**config.mk**
```make
export PLATFORM = sky130hd
export DESIGN_NAME = seven_seg_scan_flat
export DESIGN_NICKNAME = d
export VERILOG_FILES = /design/src/rtl/seven_seg_scan_if.sv /design/src/rtl/seven_seg_scan.sv /design/src/flat_wrapper.sv
export SDC_FILE = /design/constraint.sdc
export NUM_CORES = 1
export LEC_CHECK = 0
export BUFFER_PORTS_ARGS = -buffer_cell sky130_fd_sc_hd__buf_4
export CELL_PAD_IN_SITES_DETAIL_PLACEMENT = 1
export CELL_PAD_IN_SITES_GLOBAL_PLACEMENT = 1
export CORE_ASPECT_RATIO = 0.75
export CORE_MARGIN = 4
export CORE_UTILIZATION = 49
export CTS_BUF_LIST = sky130_fd_sc_hd__clkbuf_16
export CTS_CLUSTER_DIAMETER = 30
export CTS_CLUSTER_SIZE = 8
export DETAILED_ROUTE_END_ITERATION = 8
export GPL_TIMING_DRIVEN = 0
export PLACE_DENSITY_LB_ADDON = 0.1
export SETUP_SLACK_MARGIN = 0.5
export SYNTH_ARGS = -nofsm -noshare
export SYNTH_HDL_FRONTEND = slang
export SYNTH_SLANG_ARGS = --single-unit
```
**constraint.sdc**
```tcl
create_clock -name clk -period 4 [get_ports clk]
set_input_delay 1.2 -clock clk [delete_from_list [all_inputs] [get_ports clk]]
set_output_delay 1.2 -clock clk [all_outputs]
set_load 0.02 [all_outputs]
```
**src/rtl/seven_seg_scan_if.sv**
```systemverilog
// Display-side bundle for seven_seg_scan: value/decimal-point requests in,
// active-low anode/segment/dp lines out.
interface seven_seg_scan_if #(
    parameter int unsigned DIGITS = 4
);
    logic [4*DIGITS-1:0] value;
    logic [DIGITS-1:0]   dp_in;
    logic [DIGITS-1:0]   an;
    logic [6:0]          seg;
    logic                dp;

    modport master (
        output value,
        output dp_in,
        input  an,
        input  seg,
        input  dp
    );

    modport slave (
        input  value,
        input  dp_in,
        output an,
        output seg,
        output dp
    );
endinterface

```
**src/rtl/seven_seg_scan.sv**
```systemverilog
// Time-multiplexed common-anode seven-segment scanner with anode dead time and per-frame
// value latching. Define SEVSEG_LZB_EN to enable leading-zero blanking.
module seven_seg_scan #(
    parameter int unsigned DIGITS      = 4,
    parameter int unsigned DEAD_CYCLES = 4
) (
    input  logic              clk,
    input  logic              reset,
    input  logic              scan_clk,
    seven_seg_scan_if.slave   bus
);

    localparam int unsigned           IdxW     = $clog2(DIGITS);
    localparam logic [IdxW-1:0]       LastIdx  = IdxW'(DIGITS - 1);
    localparam logic [7:0]            DeadLoad = 8'(DEAD_CYCLES);
    localparam logic [DIGITS-1:0]     AnOne    = DIGITS'(1);

    typedef enum logic [1:0] {StIdle, StDead, StDrive} state_e;

    // scan_clk is asynchronous: two sync flops, third flop for edge detection
    logic sync1_q, sync2_q, sync3_q;
    logic tick;

    always_ff @(posedge clk or negedge reset) begin
        if (!reset) begin
            sync1_q <= 1'b0;
            sync2_q <= 1'b0;
            sync3_q <= 1'b0;
        end else begin
            sync1_q <= scan_clk;
            sync2_q <= sync1_q;
            sync3_q <= sync2_q;
        end
    end

    assign tick = sync2_q & ~sync3_q;

    state_e              state_q, state_d;
    logic [IdxW-1:0]     idx_q, idx_d;
    logic [7:0]          dead_q, dead_d;
    logic [4*DIGITS-1:0] shadow_val_q, shadow_val_d;
    logic [DIGITS-1:0]   shadow_dp_q, shadow_dp_d;

    always_ff @(posedge clk or negedge reset) begin
        if (!reset) begin
            state_q      <= StIdle;
            idx_q        <= LastIdx;
            dead_q       <= '0;
            shadow_val_q <= '0;
            shadow_dp_q  <= '0;
        end else begin
            state_q      <= state_d;
            idx_q        <= idx_d;
            dead_q       <= dead_d;
            shadow_val_q <= shadow_val_d;
            shadow_dp_q  <= shadow_dp_d;
        end
    end

    always_comb begin
        state_d      = state_q;
        idx_d        = idx_q;
        dead_d       = dead_q;
        shadow_val_d = shadow_val_q;
        shadow_dp_d  = shadow_dp_q;
        if (tick) begin
            idx_d = (idx_q == LastIdx) ? '0 : idx_q + IdxW'(1);
            // Frame start: latch the whole display so a frame never tears
            if (idx_d == '0) begin
                shadow_val_d = bus.value;
                shadow_dp_d  = bus.dp_in;
            end
            if (DeadLoad == 8'd0) begin
                state_d = StDrive;
                dead_d  = '0;
            end else begin
                state_d = StDead;
                dead_d  = DeadLoad;
            end
        end else begin
            case (state_q)
                StIdle: ;
                StDead: begin
                    if (dead_q <= 8'd1) begin
                        state_d = StDrive;
                        dead_d  = '0;
                    end else begin
                        dead_d = dead_q - 8'd1;
                    end
                end
                StDrive: ;
                default: state_d = StIdle;
            endcase
        end
    end

    function automatic logic [6:0] hex_to_seg(input logic [3:0] nib);
        logic [6:0] s;
        case (nib)
            4'h0:    s = 7'b1000000;
            4'h1:    s = 7'b1111001;
            4'h2:    s = 7'b0100100;
            4'h3:    s = 7'b0110000;
            4'h4:    s = 7'b0011001;
            4'h5:    s = 7'b0010010;
            4'h6:    s = 7'b0000010;
            4'h7:    s = 7'b1111000;
            4'h8:    s = 7'b0000000;
            4'h9:    s = 7'b0010000;
            4'hA:    s = 7'b0001000;
            4'hB:    s = 7'b0000011;
            4'hC:    s = 7'b1000110;
            4'hD:    s = 7'b0100001;
            4'hE:    s = 7'b0000110;
            default: s = 7'b0001110;
        endcase
        return s;
    endfunction

    logic [3:0] nib_d;
    logic       blank_d;

    assign nib_d = shadow_val_d[{idx_d, 2'b00} +: 4];

`ifdef SEVSEG_LZB_EN
    logic [DIGITS-1:0] blank_mask;
    logic              zero_run;

    // Digit i blanks when it and every more-significant nibble are zero; digit 0 never does
    always_comb begin
        blank_mask = '0;
        zero_run   = 1'b1;
        for (int i = DIGITS - 1; i > 0; i--) begin
            zero_run      = zero_run & (shadow_val_d[4*i +: 4] == 4'h0);
            blank_mask[i] = zero_run;
        end
    end

    assign blank_d = blank_mask[idx_d];
`else
    assign blank_d = 1'b0;
`endif

    // Outputs are registered from next-state so they change on the same edge as the state
    logic [DIGITS-1:0] an_q, an_d;
    logic [6:0]        seg_q, seg_d;
    logic              dp_q, dp_d;

    always_comb begin
        an_d  = '1;
        seg_d = 7'h7F;
        dp_d  = 1'b1;
        if (state_d == StDrive) begin
            an_d  = ~(AnOne << idx_d);
            seg_d = blank_d ? 7'h7F : hex_to_seg(nib_d);
            dp_d  = ~shadow_dp_d[idx_d];
        end
    end

    always_ff @(posedge clk or negedge reset) begin
        if (!reset) begin
            an_q  <= '1;
            seg_q <= 7'h7F;
            dp_q  <= 1'b1;
        end else begin
            an_q  <= an_d;
            seg_q <= seg_d;
            dp_q  <= dp_d;
        end
    end

    assign bus.an  = an_q;
    assign bus.seg = seg_q;
    assign bus.dp  = dp_q;

endmodule

```
**src/flat_wrapper.sv**
```systemverilog
// flat-port wrapper written by rule: the top's interface ports become plain ports
module seven_seg_scan_flat 
#(
    parameter int unsigned DIGITS      = 4,
    parameter int unsigned DEAD_CYCLES = 4
)
  (clk, reset, scan_clk, bus_value, bus_dp_in, bus_an, bus_seg, bus_dp);
  seven_seg_scan_if #(.DIGITS(DIGITS)) bus_i ();
  input  logic clk;
  input  logic reset;
  input  logic scan_clk;
  input wire logic [$bits(bus_i.value)-1:0] bus_value;
  input wire logic [$bits(bus_i.dp_in)-1:0] bus_dp_in;
  output wire logic [$bits(bus_i.an)-1:0] bus_an;
  output wire logic [$bits(bus_i.seg)-1:0] bus_seg;
  output wire logic [$bits(bus_i.dp)-1:0] bus_dp;
  assign bus_i.value = bus_value;
  assign bus_i.dp_in = bus_dp_in;
  assign bus_an = bus_i.an;
  assign bus_seg = bus_i.seg;
  assign bus_dp = bus_i.dp;
  seven_seg_scan #(.DIGITS(DIGITS), .DEAD_CYCLES(DEAD_CYCLES)) u_core (.clk(clk), .reset(reset), .scan_clk(scan_clk), .bus(bus_i));
endmodule
```
### Word-level counts from Yosys, hierarchy flattened

Memories as Yosys holds them, arrays and structs flattened.
Index checks and enable logic that the tools add are counted.
W data, S select, Z words.

* $add $sub $neg: 2
* $mul: 0
* div/mod/pow operators: 0
* magnitude comparators: 2
* eq/ne operators: 4
* shift-type cells: 2
* mux-type cells: 17
* bitwise gates (word level): 4
* reduce and logical (&&, ||, !) cells: 4

Operators with widths (count)
* $mux W16: 2
* $mux W8: 3
* $shiftx A16 B5 Y4: 1
* $mux W4: 3
* $le A8 B1 Y1 const B: 1
* $mux W2: 4
* $sub A8 B1 Y8 const B: 1
* $mux W7: 1
* $eq A2 B2 Y1 const B: 3
* $logic_not A2 Y1: 2
* $not A4 Y4: 1
* $pmux W2 S2: 1
* $shl A1 B2 Y4 const A: 1
* $lt A2 B3 Y1 const B: 1
* $add A2 B1 Y2 const B: 1
* $bmux W1 S2: 1
* $eq A2 B1 Y1 const B: 1
* $mux W1: 2
* $not A1 Y1: 2
* $reduce_bool A2 Y1: 1
* $reduce_or A2 Y1: 1
* $and A1 B1 Y1: 1

* bits in registers: 47
* latch bits: 0
* bits in writable memories: 0
* memory bits (read-only): 112
* bits of input ports: 23
* memories: 1

Memory list
* (no name shown): words 16, bits a word 7, rd ports 1, clocked after Yosys merged registers in 0, wr ports 0, RTL line seven_seg_scan.sv:99 `case (nib)`

### Longest topological paths before layout

* depth after elaboration: 9
* depth in mapped cells: 13

### Worst setup path after synthesis

OpenSTA, ideal clock, no wires.

* path kind: register -> register
* start point: register u_core.idx_q[0]
* end point: register u_core.seg_q[3] (netlist: u_core.bus.seg[3])
* data arrival time: 2.618 ns
* setup slack: 1.286 ns
* cell stages (with the launch flop): 14
* cell sequence: dfstp_2 ha_1 nand3b_1 buf_6 buf_2 mux2i_1 mux2i_1 mux2i_1 inv_1 ha_1 inv_1 a31oi_1 a2111oi_4 a31oi_1

* longest elaborated chain between the ends: 8

Ends and longest elaborated chain
* start, declared: RTL line seven_seg_scan.sv:39 `logic [IdxW-1:0] idx_q, idx_d;`
* start signal, assigned: RTL line seven_seg_scan.sv:47 `idx_q <= LastIdx;`
* start signal, assigned: RTL line seven_seg_scan.sv:53 `idx_q <= idx_d;`
* $add A2 B1 Y2 or $eq A2 B2 Y1 (tied branches): RTL line seven_seg_scan.sv:67 `idx_d = (idx_q == LastIdx) ? '0 : idx_q + IdxW'(1);`
* $mux W2: RTL line seven_seg_scan.sv:67
* $logic_not A2 Y1: RTL line seven_seg_scan.sv:69 `if (idx_d == '0) begin`
* $mux W16: RTL line seven_seg_scan.sv:69
* $mux W16: RTL line seven_seg_scan.sv:66 `if (tick) begin`
* $shiftx A16 B5 Y4 *: RTL line seven_seg_scan.sv:123 `assign nib_d = shadow_val_d[{idx_d, 2'b00} +: 4];`
* $mem_v2 Z16 W7 *
* $mux W7 *: RTL line seven_seg_scan.sv:153 `if (state_d == StDrive) begin`
* net u_core.seg_d[3]: RTL line seven_seg_scan.sv:146 `logic [6:0] seg_q, seg_d;`
* end signal, assigned: RTL line seven_seg_scan.sv:167 `seg_q <= seg_d;`
* end, declared: RTL line seven_seg_scan.sv:146

The timed path passes the listed nets; every way through them passes the cells marked *.
A chain may end at the register's enable or synchronous reset.

### Worst setup path in the final report

Same ends and word-level chain as after synthesis.

==> results.md <==
- Status: finished, final reports clean
- Hold Crit Class: flip-flop to flip-flop
- Met2 usage: 0.330
- Syn Nets: 239
- Setup-failing EPs final: 0
- Final wirelength: between 5 and 6 mm
- Minimum clock period: roughly 3.3 ns
- CTS H-tree lvls: 2
- Setup bufs post-CTS: 0
- Unrepaired setup endpoints after global routing: no
- Vias: 1749
- Routed len/inst: between 15 and 20 µm
- Async set-reset flop share out of synthesis: 1.00
- Fin. max-slew vios: 0
- Crit-path max FO: 10
- Final nets: 280
- Die Y: 69.0 µm
- Crit path arrival time: ~3.4 ns
- VDD IR max: ~450 µV
- Yosys reg bits: 47
- Die W: 89.4 µm
- Seq/Total Area, Yosys: 0.490
- Filler Cell Count: 501
- Max-Slew Margin vs Limit: 0.606
- GPL Wtd Cong: roughly 0.84
- Dpl cells: roughly 300
- Worst setup EP type: flip-flop
- Total power: between 2 and 3 mW
- Clk Tree Root Cell: clkbuf_16
- Grt peak-use layer: met2
- Die area: between 6000 and 7000 µm²
- PortBufs: 34
- Initial Util: 0.527
- Crit Path Category: flip-flop to flip-flop
- I/O pin count: 35
- First-pass DRT Iterations: 4
- Share of layout cells above drive strength 1: 0.373
- Unique masters post-synth: between 50 and 60
- Multi-input gate area: 1110 µm²
- Global routing met1 resource utilization: 0.270
- Area grow syn2layout: 19.4%
- CTS tree: yes
- Setup TNS: 0 ns
- Pwr/cell area: 889 nW/µm²
- Mapped Cells: 207
- Clk_skew: about 0.0073 ns
- Type of origin of the critical path: flip-flop
- Largest net degree at the start of global routing: 48
- Total clock sinks: 47
- Number of synthesized flops with an enable pin: 0
- Mapped Area: 2430 µm²
- Yosys warns: 0
- Max clock buf depth: 2
- Non-Filler Instances: around 310
- Via/cell ratio: between 5 and 6
- Final hold violation count: 0
- Final ANT Viol Nets: 0
- Register area: around 1200 µm²
- Top FF cell, synth: dfrtp_1
- Initial drt markers: 86
- FP Rows: 21
- Slew @ Worst Pin: ~0.59 ns
- GRT Util Overall: 0.205
- Vias in the first global route: between 1500 and 2000
- Post-DP HPWL: around 4.2 mm
- Met3 usage: 0.0417
- Max Cap Violations: 0
- Total CTS buffers: 5
- Core area: around 4600 µm²
- Global-route wire length before repair: around 9.7 mm
- Latest clock arrival within the worst-skew pair: ~0.29 ns
- Achievable frequency: 308 MHz
- Drc violations: 0
- CP required: 4.19 ns
- Worst-path clk slew: 0.06 ns
- Final Cycle Share: 0.813
- Static leakage: between 1 and 1.5 nW
- Post-layout util: 0.629
- Initial antenna violation count: 0
- GRT overflow: 0
- Mean post-synth cell area: around 12 µm²
- Diodes inserted: 0
==> per-stage QoR <==
stage / hold WS (ns) / instance area (µm²) / worst slack (ns)
detailed placement: 0.346 / 2760 / 0.722
global placement: 0.339 / 2760 / 0.854
CTS: 0.371 / 2900 / 0.662
global route: 0.375 / 2910 / 0.557
floorplan: 0.331 / 2430 / 1.29
finish: 0.362 / 2910 / 0.749
==> logic make-up (layout without fill, tap and decap cells) <==
family / Yosys count / in the layout / share of synthesized area
simple gates: 50 / 50 / 0.127
flops: 47 / 47 / 0.490
mux: 32 / 32 / 0.145
compound gates: 41 / 41 / 0.131
fa+ha+maj: 9 / 9 / 0.0462
buf+inv: 27 / 69 / 0.0575
xor+xnor: 1 / 1 / 0.00360
==> cell usage after synthesis, types with 2 or more instances <==
master | instances | area (µm²)
nand3_1 | 6 | 30.0
o21ai_0 | 11 | 55.1
dfstp_2 | 14 | 368
nor3_1 | 3 | 15.0
ha_1 | 9 | 113
and3_2 | 2 | 15.0
or3_1 | 2 | 12.5
a32oi_1 | 2 | 17.5
mux2i_1 | 18 | 180
inv_1 | 19 | 71.3
o311ai_0 | 2 | 17.5
or3_4 | 2 | 22.5
nand2b_1 | 2 | 12.5
a31oi_1 | 5 | 31.3
mux2_2 | 12 | 135
buf_6 | 4 | 45.0
nand2_1 | 11 | 41.3
dfrtp_1 | 33 | 826
nor2b_1 | 2 | 12.5
o32ai_1 | 3 | 26.3
nand4_1 | 4 | 25.0
nor2_1 | 7 | 26.3
a21oi_1 | 3 | 15.0
o31ai_1 | 2 | 15.0
==> final cells by class <==
cell class | instances | share of cell area
clock buffer | 5 | 0.0430
sequential | 47 | 0.411
inverter | 21 | 0.0297
clock inverter | 3 | 0.00430
buffer | 6 | 0.0185
timing repair buffer | 34 | 0.0878
multi-input combinational | 133 | 0.381
tap | 57 | 0.0245
==> critical path, stage by stage, from the launching register on <==
cell and delay [ns]:
dfstp_2 0.63, ha_1 0.18, nand3b_1 0.12, buf_6 0.18, buf_2 0.21, mux2i_1 0.26, mux2i_1 0.15, mux2i_2 0.38
inv_1 0.16, ha_1 0.27, inv_1 0.08, a31oi_1 0.08, a2111oi_4 0.35, a31oi_1 0.08
==> cell usage in the layout (no fill, tap or decap), drive strengths merged, types with 5 or more instances in the layout <==
| cell | Yosys | final |
|---|---|---|
| o21ai | 11 | 11 |
| nor2 | 7 | 7 |
| nand2 | 11 | 11 |
| ha | 9 | 9 |
| mux2i | 19 | 19 |
| buf | 5 | 39 |
| dfstp | 14 | 14 |
| clkbuf | 1 | 6 |
| inv | 21 | 23 |
| dfrtp | 33 | 33 |
| nand3 | 6 | 6 |
| mux2 | 13 | 13 |
| a31oi | 5 | 5 |
==> routing by layer <==
metal | wire, µm | share of wire
met1 | 2570 | 0.43
met2 | 3040 | 0.51
met3 | 238 | 0.040
met4 | 89 | 0.015
met5 | 0 | 0
==> sequential cells by signal, summed over array words and instances, names as in the netlist <==
register / flops
u_core.bus.seg: 7
u_core.bus.an: 4
u_core.sync3_q: 1
u_core.dead_q: 8
u_core.sync1_q: 1
u_core.bus.dp: 1
u_core.sync2_q: 1
u_core.shadow_dp_q: 4
u_core.shadow_val_q: 16
u_core.idx_q: 2
u_core.state_q: 2
==> path summary, 6_finish.rpt <==
check | to | cells after the start | slack (ns) | from
worst max-delay path | u_core.bus.seg[3] | 13 | 0.75 | u_core.idx_q[0]
worst min-delay path | u_core.sync2_q | 0 | 0.36 | u_core.sync1_q
worst max register to register | u_core.bus.seg[3] | 13 | 0.75 | u_core.idx_q[0]
worst min register to register | u_core.sync2_q | 0 | 0.36 | u_core.sync1_q
max in group asynchronous | u_core.bus.seg[5] | 1 | 2.69 | reset
min in group asynchronous | u_core.shadow_val_q[7] | 1 | 0.91 | reset
==> what timing repair did <==
| item | in CTS | in global routing |
|---|---|---|
| hold buffers | 0 | 0 |
| endpoints found under the setup margin | 0 | 1 |
| gates resized for setup | 0 | 2 |
==> power breakdown <==
group	switching [mW]	internal (mW)	leakage [nW]	total [mW]
combinational	0.830	0.567	0.730	1.40
sequential	0.0940	0.690	0.544	0.784
clock	0.176	0.226	0.0762	0.402
No activity file was read; power rests on OpenSTA's default activity.
